===== config.mk =====
export PLATFORM = sky130hd
export DESIGN_NAME = rs_stream_encoder
export DESIGN_NICKNAME = d
export VERILOG_FILES = /design/src/rtl/rs_stream_encoder.sv
export SDC_FILE = /design/constraint.sdc
export NUM_CORES = 1
export LEC_CHECK = 0
export BUFFER_PORTS_ARGS = -buffer_cell sky130_fd_sc_hd__buf_4
export CAP_MARGIN = 25
export CORE_MARGIN = 4
export CORE_UTILIZATION = 52
export DETAILED_ROUTE_END_ITERATION = 8
export HOLD_SLACK_MARGIN = 0.05
export PLACE_DENSITY = 0.79
export RECOVER_POWER = 25
export SLEW_MARGIN = 20
export SYNTH_ARGS = -nofsm -noshare
export SYNTH_HDL_FRONTEND = slang
export SYNTH_SLANG_ARGS = --single-unit

===== constraint.sdc =====
create_clock -name clk -period 2.04 [get_ports clk]
set_input_delay 0.408 -clock clk [delete_from_list [all_inputs] [get_ports clk]]
set_output_delay 0.408 -clock clk [all_outputs]
set_load 0.02 [all_outputs]

===== src/rtl/rs_stream_encoder.sv =====
// Systematic RS(N, N-2) encoder over GF(2^SYMBOL_WIDTH): serial message in, packed codeword out.
// A two-stage LFSR divides by g(x) = (x+a)(x+a^2); message plus parity leave on a parallel bus.
`timescale 1ns/1ps

module rs_stream_gf_mul #(
    parameter int                    SYMBOL_WIDTH = 3,
    parameter logic [SYMBOL_WIDTH:0] PRIM_POLY    = 4'b1011
) (
    input  logic [SYMBOL_WIDTH-1:0] a,
    input  logic [SYMBOL_WIDTH-1:0] b,
    output logic [SYMBOL_WIDTH-1:0] p
);
    logic [SYMBOL_WIDTH-1:0] acc;
    logic [SYMBOL_WIDTH-1:0] shifted;

    // Shift-and-add: 'shifted' walks through a, a*x, a*x^2, ... reduced mod PRIM_POLY.
    always_comb begin
        acc     = '0;
        shifted = a;
        for (int i = 0; i < SYMBOL_WIDTH; i++) begin
            if (b[i]) begin
                acc = acc ^ shifted;
            end
            if (shifted[SYMBOL_WIDTH-1]) begin
                shifted = (shifted << 1) ^ PRIM_POLY[SYMBOL_WIDTH-1:0];
            end else begin
                shifted = shifted << 1;
            end
        end
        p = acc;
    end
endmodule

module rs_stream_encoder #(
    parameter int                      N            = 7,
    parameter int                      SYMBOL_WIDTH = 3,
    parameter logic [SYMBOL_WIDTH:0]   PRIM_POLY    = 4'b1011,
    parameter logic [SYMBOL_WIDTH-1:0] G1           = 3'd6,
    parameter logic [SYMBOL_WIDTH-1:0] G0           = 3'd3
) (
    input  logic                      clk,
    input  logic                      reset,
    input  logic                      in_valid,
    output logic                      in_ready,
    input  logic [SYMBOL_WIDTH-1:0]   in_symbol,
    output logic                      out_valid,
    input  logic                      out_ready,
    output logic [N*SYMBOL_WIDTH-1:0] codeword
);
    localparam int K      = N - 2;
    localparam int CNT_W  = $clog2(N);

    // Handshakes: a transfer happens on a rising clk edge where valid && ready.
    // in_ready/out_valid depend on state only, so ACCEPT and HOLD never overlap.
    typedef enum logic {
        ACCEPT = 1'b0,
        HOLD   = 1'b1
    } state_t;

    state_t                    state;
    state_t                    state_next;
    logic [CNT_W-1:0]          count;
    logic [SYMBOL_WIDTH-1:0]   r1;
    logic [SYMBOL_WIDTH-1:0]   r0;
    logic [N*SYMBOL_WIDTH-1:0] cw_q;
    logic [N*SYMBOL_WIDTH-1:0] cw_next;

    logic [SYMBOL_WIDTH-1:0]   fb;
    logic [SYMBOL_WIDTH-1:0]   fb_g1;
    logic [SYMBOL_WIDTH-1:0]   fb_g0;
    logic [SYMBOL_WIDTH-1:0]   r1_next;
    logic [SYMBOL_WIDTH-1:0]   r0_next;
    logic                      in_accept;
    logic                      out_accept;
    logic                      last_sym;

    assign fb = in_symbol ^ r1;

    rs_stream_gf_mul #(
        .SYMBOL_WIDTH(SYMBOL_WIDTH),
        .PRIM_POLY   (PRIM_POLY)
    ) u_mul_g1 (
        .a(fb),
        .b(G1),
        .p(fb_g1)
    );

    rs_stream_gf_mul #(
        .SYMBOL_WIDTH(SYMBOL_WIDTH),
        .PRIM_POLY   (PRIM_POLY)
    ) u_mul_g0 (
        .a(fb),
        .b(G0),
        .p(fb_g0)
    );

    assign r1_next    = r0 ^ fb_g1;
    assign r0_next    = fb_g0;
    assign in_accept  = in_valid && in_ready;
    assign out_accept = out_valid && out_ready;
    assign last_sym   = (count == CNT_W'(K - 1));
    assign codeword   = cw_q;

    always_comb begin
        state_next = state;
        in_ready   = 1'b0;
        out_valid  = 1'b0;
        case (state)
            ACCEPT: begin
                in_ready = 1'b1;
                if (in_valid && last_sym) begin
                    state_next = HOLD;
                end
            end
            HOLD: begin
                out_valid = 1'b1;
                if (out_ready) begin
                    state_next = ACCEPT;
                end
            end
            default: state_next = ACCEPT;
        endcase
    end

    // Message symbols land first-in at the top slot; the final accept also drops in the parity.
    always_comb begin
        cw_next = cw_q;
        for (int i = 2; i < N; i++) begin
            if (count == CNT_W'(N - 1 - i)) begin
                cw_next[i*SYMBOL_WIDTH +: SYMBOL_WIDTH] = in_symbol;
            end
        end
        if (last_sym) begin
            cw_next[SYMBOL_WIDTH +: SYMBOL_WIDTH] = r1_next;
            cw_next[0 +: SYMBOL_WIDTH]            = r0_next;
        end
    end

    always_ff @(posedge clk or posedge reset) begin
        if (reset) begin
            state <= ACCEPT;
            count <= '0;
            r1    <= '0;
            r0    <= '0;
            cw_q  <= '0;
        end else begin
            state <= state_next;
            if (in_accept) begin
                r1    <= r1_next;
                r0    <= r0_next;
                count <= count + CNT_W'(1);
                cw_q  <= cw_next;
            end else if (out_accept) begin
                // Codeword register keeps its value; only the encoder core is rearmed.
                r1    <= '0;
                r0    <= '0;
                count <= '0;
            end
        end
    end
endmodule


==> impl_metrics.yaml, run 1 <==
setup_path:
  cp_slowest_stage_delay_ns: 0.45
  crit_path_cell_trace: "and2b_1, nand3_1, buf_4, nand2_1, o21ai_0"
  critPathTopFamily: "simple AND/OR/NAND/NOR gates"
  cp_data_arrival_time_ns: 1.95
  crit_type: "register to register"
  cp_num_buf_inv: 1
  cp_max_fo: 11
  worstPathRequired_ns: 2.25
  startpoint_type: "register"
  cp-end-kind: "register"
  slowest_stage: "dfrtp_1"
cts:
  path_clk_slew_ns: 0.09
  clkLatencyLatePin_ns: 0.33
  cts_resized: 0
  root_buffer: "clkbuf_4"
  cts.sinks: 31
  cts-buffers-inserted: 5
  htree_levels: 2
  cts_hold_buf: 0
  cts_buffer_depth: 2
  cts_setup_buffers: 0
  tritoncts: "done"
die:
  initial_utilization: 0.551
  fp.dieW_um: 59.7
  die_y_um: 59.7
  io_pins: 30
  dieArea_um2: 3560
  rows: 18
  core_area_um2: 2520
drt:
  drt_first_iter_violations: 29
  routedWlPerCell_um: 14.6
  antenna_left: 0
  firstDrtPassIters: 4
  drcViolationCount: 0
  num_vias: 938
  via_per_inst: 5.27
  finalWirelength_mm: 2.61
power:
  leakage_nw: 0.838
  switching_share: 0.391
  power_w: 0.00305
  p_comb_frac: 0.502
  p_clk_frac: 0.133
  seqPwrFrac: 0.365
  ir_drop_v: 0.00123
  p_int_w: 0.00186
  p_sw_w: 0.00119
  powerDensity_nw_per_um2: 1780
finish:
  area_growth_syn_to_layout_pct: 23.5
  diodes: 0
  seqCellArea_um2: 776
  multi_input_area_um2: 582
  num-fill-cells: 212
  nNetsFinal: 159
  drive_gt1_frac: 0.392
synth:
  synth_compound_area_frac: 0.0730
  syn-cell-area_um2: 1390
  synthSimpleGateAreaFrac: 0.0757
  netlist_instances: 111
  synth_seq_cells: 31
  ys_seq_area_frac: 0.559
  synth_cell_type_count: 23
  yosys-mux-area-fraction: 0.122
  yosys.area_share.adder: 0.0450
  synth_top_family_by_area: "multiplexers"
  synth_area_leaders: "dfrtp_1 (56%), mux2_2 (12%), ha_1 (4.5%)"
  yosysWarningCount: 0
  synth_xor_area_frac: 0.104
  syn_nets: 123
  yosys.area.top_type_share: 0.559
  yosysTopAreaCell: "dfrtp_1"
  syn_avg_cell_area_um2: 12.5
timing:
  min_period_over_period: 0.855
  rsz0062_at_grt: "no"
  clock.fmax_mhz: 573
  tightest_slew_ns: 1.62
  maxSlewViolCount: 32
  finalHoldViolCount: 0
  setup_viol: 0
  fin_worst_skew_ns: 0.00757
  whs_ns: 0.274
  slew_headroom: -0.0802
  tns_ns: 0
  fin_crit_ns: 1.75
global_route:
  grt_overflow: 0
  track_usage: 0.170
  grt_pass1_vias: 938
  antenna_found_initial: 0
  grt_pass1_wl_mm: 4.36
  grt_max_degree: 32
placement:
  dpl.hpwl_mm: 1.92
  port_buffers: 29
  gp_congestion: 0.809
run_status:
  status: "finished, violations left"
  violations: "max-capacitance violations, max-slew violations"
hold_path:
  hold_path.class: "input port to register"
flow_run:
  max-cap-violations: 1
[Yosys cell counts (all sizes together)]
library cell and number:
dfrtp 31, mux2 15, nand2 15, o21ai 13, xnor2 8, inv 6, ha 5, and3 3
xor2 3, clkbuf 2, nand3 2, a211o 1, a21oi 1, a22o 1, and2b 1, nand4 1
o22ai 1, or3 1, xor3 1
[flip-flops by register name, summed over array words and instances (netlist names)]
register,cells
state,1
count,3
codeword,21
r0,3
r1,3
[power groups by stage]
stage	registers, W	logic [W]	clock network, W
after floorplan	0.00136	0.000789	0
after global placement	0.00111	0.00150	0
after detailed placement	0.00113	0.00155	0
after CTS	0.00112	0.00155	0.000413
after global routing	0.00116	0.00166	0.000454
final	0.00111	0.00153	0.000407
[logic make-up (layout without fill, tap and decap cells)]
family	Yosys count	after routing
AND/OR/NAND/NOR	23	23
adder cells (fa/ha/maj)	5	5
XOR/XNOR	12	12
multiplexers	15	15
AO/OA/AOI/OAI	17	17
flip-flops	31	31
buffers and inverters	8	45
[worst paths after layout]
check                      slack (ns)  cells past startpoint          end   startpoint
setup / recovery                 0.29                      5  codeword[1]        state
hold / removal                   0.27                      2        state    out_ready
setup reg to reg                 0.29                      5  codeword[1]        state
hold reg to reg                  0.49                      2  codeword[4]  codeword[4]
max in group asynchronous        0.46                      3  codeword[0]        reset
min in group asynchronous        0.64                      3  codeword[7]        reset
[final cells by class]
| cell class | instances | share of cell area |
|---|---|---|
| multi-input combinational | 72 | 0.339 |
| timing repair buffer | 31 | 0.133 |
| clock buffer | 8 | 0.0401 |
| sequential | 31 | 0.452 |
| inverter | 6 | 0.0131 |
| tap | 30 | 0.0219 |
[metrics by stage]
step | instance area [µm²] | util | setup WS (ns) | cells
after floorplan | 1390 | - | 0.543 | 111
after global placement | 1650 | 0.654 | 0.353 | 170
after detailed placement | 1650 | 0.654 | 0.301 | 170
after CTS | 1720 | 0.682 | 0.278 | 178
after global routing | 1720 | 0.680 | 0.0887 | 178
final | 1720 | 0.680 | 0.295 | 178
[metal layers]
layer,track usage,wire [µm],up-vias
li1,-,-,447
met1,0.217,1140,461
met2,0.255,1270,28
met3,0.0842,177,2
met4,0.0475,19,0
met5,0,0,-
[placed cells by master, fill, tap and decap left out]
master and count:
a211o_1 1, a21oi_1 1, a22o_1 1, and2b_1 1, and3_1 3, buf_4 29
clkbuf_1 2, clkbuf_4 6, clkbuf_8 2, dfrtp_1 31, ha_1 5, inv_1 6
mux2_2 15, nand2_1 15, nand3_1 2, nand4_1 1, o21ai_0 11, o21ai_2 2
o22ai_1 1, or3_1 1, xnor2_1 6, xnor2_2 2, xor2_1 2, xor2_2 1
xor3_2 1
Power figures use the tool's default switching activity.
==> run 2, diff against run 1 <==
- ABC_AREA: default -> 1
- CORE_ASPECT_RATIO: default -> 0.5
- CORE_UTILIZATION: 52 -> 53
- PLACE_DENSITY: 0.79 -> 0.8
- SLEW_MARGIN: 20 -> 10
==> run 2 against run 1 <==
Compared with the run above: the flow now finishes without violations; utilization up 5.8 points; sequential power about the same; global-route usage up 3.0 points; routed wire length up 19%; combinational power down 9%; worst hold slack better by 0.063 ns; clock skew about the same; critical path depth up 2; clock power up 11%; via count up 26%; worst setup slack better by 0.088 ns.
==> impl_metrics.yaml, run 2 <==
run_status:
  status: "completed"
synth:
  syn_avg_cell_area_um2: 8.82
  ys_seq_area_frac: 0.543
  synth_cell_type_count: 17
  yosysWarningCount: 0
  netlist_instances: 162
  synth_top_cells_by_count: "nand2_1 (64), dfrtp_1 (31), o21ai_0 (20)"
  synth_seq_cells: 31
  async_flop_share: 1.00
  synth_area_leaders: "dfrtp_1 (54%), nand2_1 (17%), o21ai_0 (7.0%)"
  synthMostInstantiatedCell: "nand2_1"
  syn-cell-area_um2: 1430
  yosys.area.top_type_share: 0.543
  syn_nets: 174
  synth_ff_type: "dfrtp_1"
  synth-edff-count: 0
  yosysTopAreaCell: "dfrtp_1"
timing:
  finalHoldViolCount: 0
  fin_worst_skew_ns: 0.00721
  maxSlewViolCount: 0
  min_period_over_period: 0.812
  setup_viol: 0
  clock.fmax_mhz: 604
  slew_headroom: 0.500
  fin_crit_ns: 1.66
  tns_ns: 0
  rsz0062_at_grt: "no"
  tightest_slew_ns: 0.751
finish:
  final_cell_area_um2: 1760
  num-fill-cells: 182
  drive_gt1_frac: 0.247
  final_cells: 233
  diodes: 0
  area_growth_syn_to_layout_pct: 23.4
  fin_util: 0.738
  final_cell_mix: "nand2_1 (64), dfrtp_1 (31), buf_4 (28), o21ai_0 (20), inv_1 (15)"
  nNetsFinal: 209
  final_common_cell: "nand2_1"
  largest_register_ff_count: 21
placement:
  placed_cells: 225
  port_buffers: 29
  dpl.hpwl_mm: 2.31
  gp_congestion: 0.813
  placedInstanceArea_um2: 1680
die:
  io_pins: 30
  fp.dieW_um: 81.4
  initial_utilization: 0.599
  dieArea_um2: 3640
  rows: 12
  die_y_um: 44.7
  core_area_um2: 2390
drt:
  drcViolationCount: 0
  firstDrtPassIters: 4
  drt_first_iter_violations: 84
  route.met2.wl_mm: 1.31
  antenna_left: 0
  wl_met1_mm: 1.47
  wl_met3_um: 253
  via_per_inst: 5.06
  routed.top_layer: "met4"
  routedWlPerCell_um: 13.3
  finalWirelength_mm: 3.11
  num_vias: 1178
power:
  seqPwrFrac: 0.369
  p_int_w: 0.00166
  ir_drop_v: 0.000905
  p_comb_frac: 0.476
  leakage_nw: 0.958
  switching_share: 0.432
  powerDensity_nw_per_um2: 1660
  p_sw_w: 0.00126
  p_clk_frac: 0.155
setup_path:
  ff2ff_path_depth: 7
  cp_num_buf_inv: 3
  cp_data_arrival_time_ns: 1.85
  critPathTopFamily: "buffers and inverters"
  cp.depth: 7
  worstPathRequired_ns: 2.24
  slowest_stage: "dfrtp_1"
  r2r-start: "state"
  crit_path_cell_trace: "inv_2, nand2_4, inv_2, nand3_2, inv_1, nor2_1, a31oi_1"
  cp_max_fo: 15
  crit_path_frequent_cell: "inv_2"
  r2r_setup_slack_ns: 0.38
  r2r_end: "codeword[1]"
  startpoint_type: "register"
  crit_type: "register to register"
  cp-end-kind: "register"
  cp_slowest_stage_delay_ns: 0.42
cts:
  tritoncts: "done"
  root_buffer: "clkbuf_8"
  clkLatencyLatePin_ns: 0.28
  htree_levels: 2
  path_clk_slew_ns: 0.07
  cts_resized: 0
  cts-buffers-inserted: 5
  cts_hold_buf: 0
  cts.sinks: 31
  cts_buffer_depth: 2
  cts_setup_buffers: 0
global_route:
  antenna_found_initial: 0
  grt_overflow: 0
  track_usage: 0.199
  grt_max_degree: 32
  grt_pass1_vias: 1112
  grt_pass1_wl_mm: 5.14
hold_path:
  hold_path.class: "input port to asynchronous set/reset pin"
flow_run:
  max-cap-violations: 0
[run 2: cells by family after synthesis]
| logic type | after synthesis | synth area share |
|---|---|---|
| and+or+nand+nor | 77 | 0.221 |
| AOI/OAI and AO/OA | 27 | 0.122 |
| buffers and inverters | 20 | 0.0587 |
| adders and majority gates | 5 | 0.0438 |
| xor gates and xnor gates | 2 | 0.0123 |
| DFF | 31 | 0.543 |
[run 2: worst reg2reg max path: cells and delay by family, from the launching register on]
family                 cells  cell delay, ns
DFF                        1            0.42
AOI/OAI and AO/OA          1            0.17
buffers and inverters      3            0.53
and+or+nand+nor            3            0.44
[run 2: final cells by class]
| class | count | area, µm² | area share |
|---|---|---|---|
| well taps | 35 | 43.8 | 0.0248 |
| flip-flops and latches | 31 | 776 | 0.440 |
| repair buffers | 30 | 223 | 0.126 |
| clock buffers | 5 | 68.8 | 0.0390 |
| clock inverters | 3 | 15.0 | 0.00852 |
| inverters | 18 | 67.6 | 0.0383 |
| multi-input cells | 111 | 569 | 0.323 |
[run 2: metal layers]
layer  up-vias  GRT usage
met2        43      0.298
met5         -          0
met1       541      0.253
met4         0      0.114
met3         8     0.0737
li1        586          -
[run 2: worst max path at each step]
stage	start	endpoint	slack (ns)
6_report	state	codeword[1]	0.38
5_1_grt	state	codeword[1]	0.28
4_1_cts	state	codeword[1]	0.40
3_5_place_dp	state	codeword[1]	0.44
3_3_place_gp	state	codeword[1]	0.47
2_1_floorplan	state	r0[2]	0.69
[run 2: power by group through the flow]
| stage | Sequential, W | Combinational [W] | Clock, W |
|---|---|---|---|
| after floorplan | 0.00129 | 0.000673 | 0 |
| after global placement | 0.00108 | 0.00135 | 0 |
| after detailed placement | 0.00108 | 0.00139 | 0 |
| after CTS | 0.00108 | 0.00140 | 0.000463 |
| after global routing | 0.00111 | 0.00155 | 0.000499 |
| final | 0.00108 | 0.00139 | 0.000453 |
[run 2: stage by stage]
stage / hold slack (ns) / total power, W / setup WS, ns
after detailed placement: 0.467 / 0.00248 / 0.441
after floorplan: 0.472 / 0.00196 / 0.685
final: 0.337 / 0.00293 / 0.383
after global placement: 0.466 / 0.00243 / 0.467
after CTS: 0.213 / 0.00294 / 0.400
after global routing: 0.341 / 0.00316 / 0.279
